==> config.mk <==
export PLATFORM = sky130hd
export DESIGN_NAME = ram_port_arbiter
export DESIGN_NICKNAME = d
export VERILOG_FILES = /design/src/rtl/ram_arb_pkg.sv /design/src/rtl/ram_port_arbiter_rr_pick.sv /design/src/rtl/ram_port_arbiter.sv
export SDC_FILE = /design/constraint.sdc
export NUM_CORES = 1
export LEC_CHECK = 0
export CORE_MARGIN = 2
export CORE_UTILIZATION = 40
export DETAILED_ROUTE_END_ITERATION = 10
export PLACE_DENSITY = 0.85
export SYNTH_ARGS = -nofsm -noshare
export SYNTH_HDL_FRONTEND = slang
export SYNTH_SLANG_ARGS = --single-unit
==> constraint.sdc <==
create_clock -name Clk -period 12 [get_ports Clk]
set_input_delay 3 -clock Clk [delete_from_list [all_inputs] [get_ports Clk]]
set_output_delay 3 -clock Clk [all_outputs]
set_load 0.1 [all_outputs]
==> src/rtl/ram_arb_pkg.sv <==
// Shared types and lane-index helpers for the solver RAM port arbiter.
package ram_arb_pkg;

  typedef enum logic [0:0] {
    INIT = 1'b0,
    RUN  = 1'b1
  } arbState_e;

  // Width of a lane index for nReq requesters (never narrower than one bit).
  function automatic int unsigned laneW(input int unsigned nReq);
    return (nReq <= 1) ? 1 : $clog2(nReq);
  endfunction

  // Round-robin successor of a lane index.
  function automatic int unsigned laneNext(input int unsigned idx, input int unsigned nReq);
    return (idx + 1 >= nReq) ? 0 : idx + 1;
  endfunction

endpackage

==> src/rtl/ram_port_arbiter_rr_pick.sv <==
// Round-robin picker: first set bit of mask at or after start, wrapping.
module rr_pick
  import ram_arb_pkg::*;
#(
  parameter int unsigned NREQ = 4,
  localparam int unsigned LW = laneW(NREQ)
) (
  input  logic [NREQ-1:0] mask,
  input  logic [LW-1:0]   start,
  output logic            valid,
  output logic [LW-1:0]   idx
);

  always_comb begin
    int unsigned bestOff;
    int unsigned off;
    valid   = 1'b0;
    idx     = '0;
    bestOff = NREQ;
    off     = 0;
    for (int unsigned k = 0; k < NREQ; k++) begin
      if (mask[k]) begin
        off = (k + NREQ - 32'(start)) % NREQ;
        if (off < bestOff) begin
          bestOff = off;
          idx     = LW'(k);
          valid   = 1'b1;
        end
      end
    end
  end

endmodule

==> src/rtl/ram_port_arbiter.sv <==
// Shares a 2-read/1-write RAM between NREQ requesters after a zeroing sweep.
// Define RD_WR_FORWARD_EN to return write data on a same-cycle address match.
module ram_port_arbiter
  import ram_arb_pkg::*;
#(
  parameter int unsigned N    = 16,
  parameter int unsigned M    = 6000,
  parameter int unsigned K    = 13,
  parameter int unsigned NREQ = 4
) (
  input  logic              Clk,
  input  logic              Rst_n,
  input  logic [NREQ-1:0]   req,
  input  logic [NREQ-1:0]   we,
  input  logic [NREQ*K-1:0] addr,
  input  logic [NREQ*N-1:0] wdata,
  output logic [NREQ-1:0]   gnt,
  output logic [NREQ-1:0]   rvalid,
  output logic [NREQ*N-1:0] rdata,
  output logic              busy,
  output logic              WE,
  output logic [K-1:0]      addressPortOne,
  output logic [K-1:0]      addressPortTwo,
  output logic [K-1:0]      addressWritePort,
  output logic [N-1:0]      writePortData,
  input  logic [N-1:0]      readPortOneData,
  input  logic [N-1:0]      readPortTwoData
);

  localparam int unsigned LW     = laneW(NREQ);
  localparam logic [0:0]  S_INIT = 1'(INIT);
  localparam logic [0:0]  S_RUN  = 1'(RUN);

  logic [0:0]      state, stateNext;
  logic [K-1:0]    cnt, cntNext;
  logic [LW-1:0]   wptr, wptrNext, rptr, rptrNext;
  logic [NREQ-1:0] wrMask, rdMask, rdMask2;
  logic            wrValid, rd1Valid, rd2Valid;
  logic [LW-1:0]   wrIdx, rd1Idx, rd2Idx;
  logic            wrGo, rd1Go, rd2Go;
  logic [N-1:0]    rd1Data, rd2Data;

  assign wrMask = req & we;
  assign rdMask = req & ~we;

  // Second read search excludes the first read winner.
  always_comb begin
    rdMask2 = rdMask;
    for (int unsigned k = 0; k < NREQ; k++) begin
      if (rd1Valid && rd1Idx == LW'(k)) rdMask2[k] = 1'b0;
    end
  end

  rr_pick #(.NREQ(NREQ)) uWrPick  (.mask(wrMask),  .start(wptr), .valid(wrValid),  .idx(wrIdx));
  rr_pick #(.NREQ(NREQ)) uRd1Pick (.mask(rdMask),  .start(rptr), .valid(rd1Valid), .idx(rd1Idx));
  rr_pick #(.NREQ(NREQ)) uRd2Pick (.mask(rdMask2), .start(rptr), .valid(rd2Valid), .idx(rd2Idx));

  // Next state, grants and RAM pin drive; everything forced idle while in reset.
  always_comb begin
    stateNext        = state;
    cntNext          = cnt;
    wptrNext         = wptr;
    rptrNext         = rptr;
    gnt              = '0;
    WE               = 1'b0;
    addressWritePort = '0;
    writePortData    = '0;
    addressPortOne   = '0;
    addressPortTwo   = '0;
    wrGo             = 1'b0;
    rd1Go            = 1'b0;
    rd2Go            = 1'b0;
    busy             = (state == S_INIT);
    if (Rst_n) begin
      case (state)
        S_INIT: begin
          WE               = 1'b1;
          addressWritePort = cnt;
          if (cnt == K'(M - 1)) begin
            stateNext = S_RUN;
            cntNext   = '0;
          end else begin
            cntNext = cnt + K'(1);
          end
        end
        default: begin
          wrGo  = wrValid;
          rd1Go = rd1Valid;
          rd2Go = rd1Valid && rd2Valid;
          WE    = wrGo;
          for (int unsigned k = 0; k < NREQ; k++) begin
            if (wrGo && wrIdx == LW'(k)) begin
              gnt[k]           = 1'b1;
              addressWritePort = addr[k*K +: K];
              writePortData    = wdata[k*N +: N];
            end
            if (rd1Go && rd1Idx == LW'(k)) begin
              gnt[k]         = 1'b1;
              addressPortOne = addr[k*K +: K];
            end
            if (rd2Go && rd2Idx == LW'(k)) begin
              gnt[k]         = 1'b1;
              addressPortTwo = addr[k*K +: K];
            end
          end
          if (wrGo) wptrNext = LW'(laneNext(32'(wrIdx), NREQ));
          if (rd2Go)      rptrNext = LW'(laneNext(32'(rd2Idx), NREQ));
          else if (rd1Go) rptrNext = LW'(laneNext(32'(rd1Idx), NREQ));
        end
      endcase
    end
  end

  // Captured read data; optionally bypass the RAM when the write hits the same word.
  always_comb begin
    rd1Data = readPortOneData;
    rd2Data = readPortTwoData;
`ifdef RD_WR_FORWARD_EN
    if (wrGo && addressPortOne == addressWritePort) rd1Data = writePortData;
    if (wrGo && addressPortTwo == addressWritePort) rd2Data = writePortData;
`endif
  end

  always_ff @(posedge Clk) begin
    if (!Rst_n) begin
      state <= S_INIT;
      cnt   <= '0;
      wptr  <= '0;
      rptr  <= '0;
    end else begin
      state <= stateNext;
      cnt   <= cntNext;
      wptr  <= wptrNext;
      rptr  <= rptrNext;
    end
  end

  // Read return: one-cycle rvalid pulse, rdata held until the lane's next read.
  always_ff @(posedge Clk) begin
    if (!Rst_n) begin
      rvalid <= '0;
      rdata  <= '0;
    end else begin
      for (int unsigned k = 0; k < NREQ; k++) begin
        rvalid[k] <= (rd1Go && rd1Idx == LW'(k)) || (rd2Go && rd2Idx == LW'(k));
        if (rd1Go && rd1Idx == LW'(k)) rdata[k*N +: N] <= rd1Data;
        if (rd2Go && rd2Idx == LW'(k)) rdata[k*N +: N] <= rd2Data;
      end
    end
  end

endmodule

; ---- Yosys cells after proc, flatten, opt, wreduce, memory -nomap -nowiden
; Index checks and enable logic that the tools add are counted.
[word_totals]
register_bits = 86
latchBits = 0
ram_bits = 0
romBits = 0
input_bits = 158
out_inout_bits = 129
word_cells = 206
memories = 0
[op_classes]
n_addsub = 12
mul = 0
n_div = 0
n_lt_le_gt_ge = 14
eq_ne = 10
shift = 0
n_mux = 122
bitwise = 4
n_reduce_logical = 35
[op_table]
columns = cell, count
row1 = 2-to-1 mux 32 bit, 15
row2 = less-than comparator 2 x 32 -> 1 bit, 9
row3 = 2-to-1 mux 13 bit, 19
row4 = 2-to-1 mux 16 bit, 14
row5 = 2-to-1 mux 1 bit, 50
row6 = 2-to-1 mux 2 bit, 20
row7 = logical AND 1 bit, 21
row8 = "adder 13 x 1 -> 13 bit, second input constant", 1
row9 = "equality test 13 bit, second input constant", 1
row10 = "equality test 2 bit, second input constant", 6
row11 = nonzero test 2 bit, 5
row12 = "adder 2 x 1 -> 3 bit, second input constant", 3
row13 = ">= comparator 3 bit, second input constant", 3
row14 = bitwise AND 4 bit, 2
row15 = 2-to-1 mux 4 bit, 2
row16 = "subtractor 1 x 2 -> 2 bit, first input constant", 4
row17 = "subtractor 2 bit, first input constant", 4
row18 = "equality test 2 x 1 -> 1 bit, second input constant", 3
row19 = zero test 2 bit, 3
row20 = "less-than comparator 2 x 3 -> 1 bit, second input constant", 2
row21 = 2-to-1 mux 3 bit, 2
row22 = logical OR 1 bit, 4
row23 = inverter 4 bit, 1
row24 = AND reduction 2 bit, 2
row25 = inverter 1 bit, 1

; ---- Longest topological paths before layout
[logic_depth]
word_depth = 34
depth_mapped = 39
ltp_nobuf = 35

; ---- By module
; From an unflattened synthesis, not the netlist that was laid out.
[unflattened]
cells_unflattened = 886
area_unflattened_um2 = 6720.2
[modules_own_cells]
columns = module, instances, cells_per_inst, area_each_um2, seq_area_each_um2
row1 = ram_port_arbiter, 1, 790, 6055.8, 1721.7
row2 = rr_pick at uRd1Pick ..., 2, 33, 221.5, 0.0
row3 = rr_pick at uWrPick, 1, 30, 221.5, 0.0

; ---- Worst setup path before layout
; Ideal clock, no wire load.
[synth_timing]
kind = input to output
start = input we[0]
end = output addressPortTwo[10]
t_arrival_ns = 10.710
setup_slack_ns = -1.710
stages = 38
path_buffers = 5
path_cell_list = buf_4 > nand2b_1 > nand2_1 > o21ai_0 > a32oi_1 > ha_1 > nor2_1 > a21oi_1 > a21oi_1 > mux2_2 > ha_1 > a311oi_1 > a32oi_1 > nand2_1 > inv_1 > ha_1 > buf_2 > or3b_1 > (+2 left out) > o21ai_0 > a32oi_1 > ha_1 > o21ai_0 > a22oi_1 > nor2_1 > mux2_2 > ha_1 > o31ai_1 > a21oi_1 > o32ai_1 > ha_1 > clkbuf_1 > clkbuf_1 > a21oi_1 > a21oi_1 > o21ai_0 > a21oi_1
[synth_via]
elab_chain_cells = 33
elab_cells_between_ends = 71
classes_between = order compare: 6 / eq/ne: 6 / mux: 46 / bitwise: 2 / reduce/logical: 11
[synth_lines]
columns = item, line_no
row1 = "start, declared", ram_port_arbiter.sv:14  ; input logic [NREQ-1:0] we,
row2 = inverter 4 bit (*), ram_port_arbiter.sv:44  ; assign rdMask = req & ~we;
row3 = bitwise AND 4 bit (*), ram_port_arbiter.sv:44
row4 = 2-to-1 mux 32 bit, ram_port_arbiter_rr_pick.sv:22  ; if (mask[k]) begin
row5 = less-than comparator 2 x 32 -> 1 bit, ram_port_arbiter_rr_pick.sv:24  ; if (off < bestOff) begin
row6 = 2-to-1 mux 32 bit, ram_port_arbiter_rr_pick.sv:24
row7 = 2-to-1 mux 32 bit, ram_port_arbiter_rr_pick.sv:22
row8 = less-than comparator 2 x 32 -> 1 bit, ram_port_arbiter_rr_pick.sv:24
row9 = 2-to-1 mux 32 bit, ram_port_arbiter_rr_pick.sv:24
row10 = (+15 left out), --
row11 = 2-to-1 mux 2 bit / 2-to-1 mux 1 bit (equally long branches), ram_port_arbiter_rr_pick.sv:24
row12 = 2-to-1 mux 2 bit / 2-to-1 mux 1 bit (equally long branches), ram_port_arbiter_rr_pick.sv:22
row13 = zero test 2 bit / logical AND 1 bit (equally long branches), "ram_port_arbiter.sv:101, ram_port_arbiter.sv:89"
row14 = logical AND 1 bit, ram_port_arbiter.sv:101  ; if (rd2Go && rd2Idx == LW'(k)) begin
row15 = 2-to-1 mux 13 bit (3 in series), ram_port_arbiter.sv:101
row16 = 2-to-1 mux 13 bit (*), ram_port_arbiter.sv:101
row17 = 2-to-1 mux 13 bit (*), ram_port_arbiter.sv:75  ; case (state)
row18 = 2-to-1 mux 13 bit (*), ram_port_arbiter.sv:74  ; if (Rst_n) begin
row19 = "end, declared", ram_port_arbiter.sv:23  ; output logic [K-1:0] addressPortTwo,
; Mark *: on every way between the ends. The rest lies on a longest branch, timed or not.

; ---- Final worst setup path
[layout_timing]
start = input we[0]
end = output addressPortTwo[1]
; Same word-level chain as after synthesis.

==> flow_summary.yaml <==
outcome:
  status: "finished, violations left"
  violations: "negative setup slack"
grt:
  antenna_found_initial: 0
  grt_pass1_wl_mm: 45.8
  grt_overflow_total: 0
  first_global_vias: 8543
  grt_max_degree: 48
  grt.total_usage_pct: 31.1
detailed_routing:
  post-route-drc-count: 0
  wire_per_inst_um: 20.5
  postRouteWirelength_mm: 30.6
  drt_first_iter_violations: 742
  drtAntennaViolNets: 0
  vias: 8931
  detail_route.vias_per_cell: 5.97
  firstDrtPassIters: 6
sta:
  fin_tns_setup_ns: -0.527
  period_needed_ns: 12.14
  timing_hold_violations_final: 0
  slew_viol_final: 0
  post-route-period-util_pct: 101
  rsz0062_at_grt: "yes"
  max_freq_ghz: 0.0824
  setup_viol_count_final: 12
  setup_ws_ns: -0.139
  skew_ns: 0.00671
  relSlewSlack_pct: 20.0
  worstMarginPinSlew_ns: 1.20
layout:
  drive_above_1_share_pct: 21.0
  design_area_mm2: 0.0114
  synthToLayoutAreaGrowth_pct: 63.2
  final_cell_count_no_fill: 1497
  fin_nets: 1444
  antenna_cells: 0
setup_path:
  crit_path_start_kind: "primary input"
  required_ns: 9.00
  path_max_fanout: 8
  path_class: "in -> out"
  cp_data_arrival_time_ns: 9.14
  endpoint_kind: "output port"
  slowest_stage: "or3b_4"
  cpPeakStageDelay_ns: 0.38
yosys:
  synth_nets: 1144
  postSynth.asyncResetShare_pct: 0
  syn_area_per_cell_um2: 7.20
  synth_top_area_share_pct: 24.7
  synth-xor-area-share_pct: 1.26
  synth_area_leaders: "dfxtp_1 (25%), a21oi_1 (8.6%), nand2_1 (8.5%)"
  synth_edf_count: 0
  synth_mux_area_share_pct: 8.37
  synth_flop_cell: "dfxtp_1"
  synth_seq_area_share_pct: 24.7
  ys_ff_latch: 86
  synth_compound_area_share_pct: 29.9
  yosysTopAreaCell: "dfxtp_1"
  synth_cell_types: 61
  synth_area_mm2: 0.00697
  syn_inst: 967
  synth_top_family_by_area: "compound AO/OA/AOI/OAI gates"
  synth-adder-area-share_pct: 3.41
  synthSimpleGateAreaFrac_pct: 25.3
  ys_warn_count: 0
power:
  clkPwrFrac_pct: 31.6
  seqPwrFrac_pct: 32.9
  switching_power_mw: 0.293
  internal-power_mw: 0.583
  leakage_nw: 4.20
  power_frac_comb_pct: 35.5
  powerDensity_mw_per_mm2: 77.0
  vdd_drop_max_uv: 78.3
  fin_total_pwr_mw: 0.876
  netSwitchingFraction_pct: 33.4
clock_tree:
  clk_latency_ns: 0.34
  cts_tree: "done"
  cts_sinks: 86
  clk_pin_slew_ns: 0.07
  cts_buffer_depth: 2
  cts_buffers: 9
  cts_hold_buf: 0
  cts.root.buffer_cell: "clkbuf_16"
  ctsHtreeMaxLevel: 3
die:
  row_count: 48
  die_h_um: 136
  core-area_mm2: 0.0172
  ios: 287
  dieArea_mm2: 0.0185
  die_x_um: 136
  initial_core_util_pct: 40.6
placement:
  portBuffers: 286
  post-dp-hpwl_mm: 21.5
  placed_cell_area_mm2: 0.0106
  place.gp.congestion: 0.955
  dp_cells: 1453
hold_path:
  holdCritPathClass: "reg -> reg"
run:
  maxCapViolations: 0
layout make-up:
type                            count  area [um^2]
Clock buffer                       10          239
Clock inverter                      6         52.6
Fill cell                        1395         5810
Inverter                           28          108
Multi-Input combinational cell    770         5320
Sequential cell                    86         1720
Tap cell                          225          282
Timing Repair Buffer              372         3640
worst max-delay path: cells and delay by family:
kind,cells,cell delay (ns)
simple gates,7,1.22
buf+inv,5,0.65
fa+ha+maj,6,1.49
compound gates,15,2.11
mux,2,0.66
synth_stat cells (10+ instances only):
library cell / instances
nand2b_1: 10
a311oi_1: 29
buf_2: 16
a21oi_1: 119
and3b_1: 16
o211ai_1: 15
o221ai_1: 15
o21ai_0: 56
nand2_1: 157
a211oi_1: 17
nor3b_1: 16
clkbuf_1: 53
nand3b_1: 15
a31oi_1: 22
mux2i_1: 56
nand3_1: 23
dfxtp_1: 86
ha_1: 19
nor2_1: 84
inv_1: 28
kinds of logic (layout without fill, tap and decap cells):
group / after synthesis / in the layout
buffers and inverters: 112 / 416
muxes: 58 / 58
adders and majority gates: 19 / 19
xor gates and xnor gates: 10 / 10
DFF: 86 / 86
AOI/OAI and AO/OA: 318 / 319
and+or+nand+nor: 364 / 364
registers in the layout, summed over array words and instances (netlist names):
register  count
rdata        64
rvalid        4
cnt          13
wptr          2
state         1
rptr          2
placed cells by master (no fill, tap or decap), drive strengths merged, types with 16 or more instances in the layout:
master and count:
nor2 85, clkdlybuf4s50 223, nand2 158, buf 149
a311oi 29, dfxtp 86, mux2i 56, inv 31
a22oi 17, a211oi 17, a21oi 120, nand3 24
and3b 16, o21ai 56, a31oi 22, nor3b 16
ha 19
what timing repair did:
item                                    in CTS  in global routing
buffers inserted                            10                 17
pin swaps                                   20                 34
endpoints found under the setup margin      17                 17
cloned                                       0                  1
gates resized for setup                     45                 48
worst paths after layout:
| kind | startpoint | end | slack (ns) | depth (start not counted) |
|---|---|---|---|---|
| max reg2reg | rptr[0]$_SDFFE_PN0P_ | rdata[42]$_SDFFE_PN0P_ | 4.26 | 36 |
| max | we[0] | addressPortTwo[1] | -0.14 | 35 |
| min | rdata[38]$_SDFFE_PN0P_ | rdata[38]$_SDFFE_PN0P_ | 0.46 | 2 |
| min reg2reg | rdata[38]$_SDFFE_PN0P_ | rdata[38]$_SDFFE_PN0P_ | 0.46 | 2 |
through the flow:
step	hold WS [ns]	util, %	worst slack (ns)
5_1_grt	0.475	66.2	-0.376
6_report	0.458	66.2	-0.139
3_5_place_dp	0.449	61.5	-0.610
2_1_floorplan	0.455	-	-0.217
4_1_cts	0.460	64.3	0.00431
3_3_place_gp	0.441	61.5	-0.399
routing by layer:
layer	global-route usage [%]	routed length [um]
met1	37.2	11700
met2	52.4	14300
met3	8.05	3380
met4	13.7	1310
met5	0	0
power groups by stage:
stage	sequential, mW	combinational (mW)	clock [mW]
floorplan	0.294	0.149	0
global placement	0.294	0.261	0
detailed placement	0.294	0.263	0
CTS	0.288	0.276	0.278
global route	0.288	0.332	0.291
finish	0.288	0.311	0.277
Power figures use the tool's default switching activity.
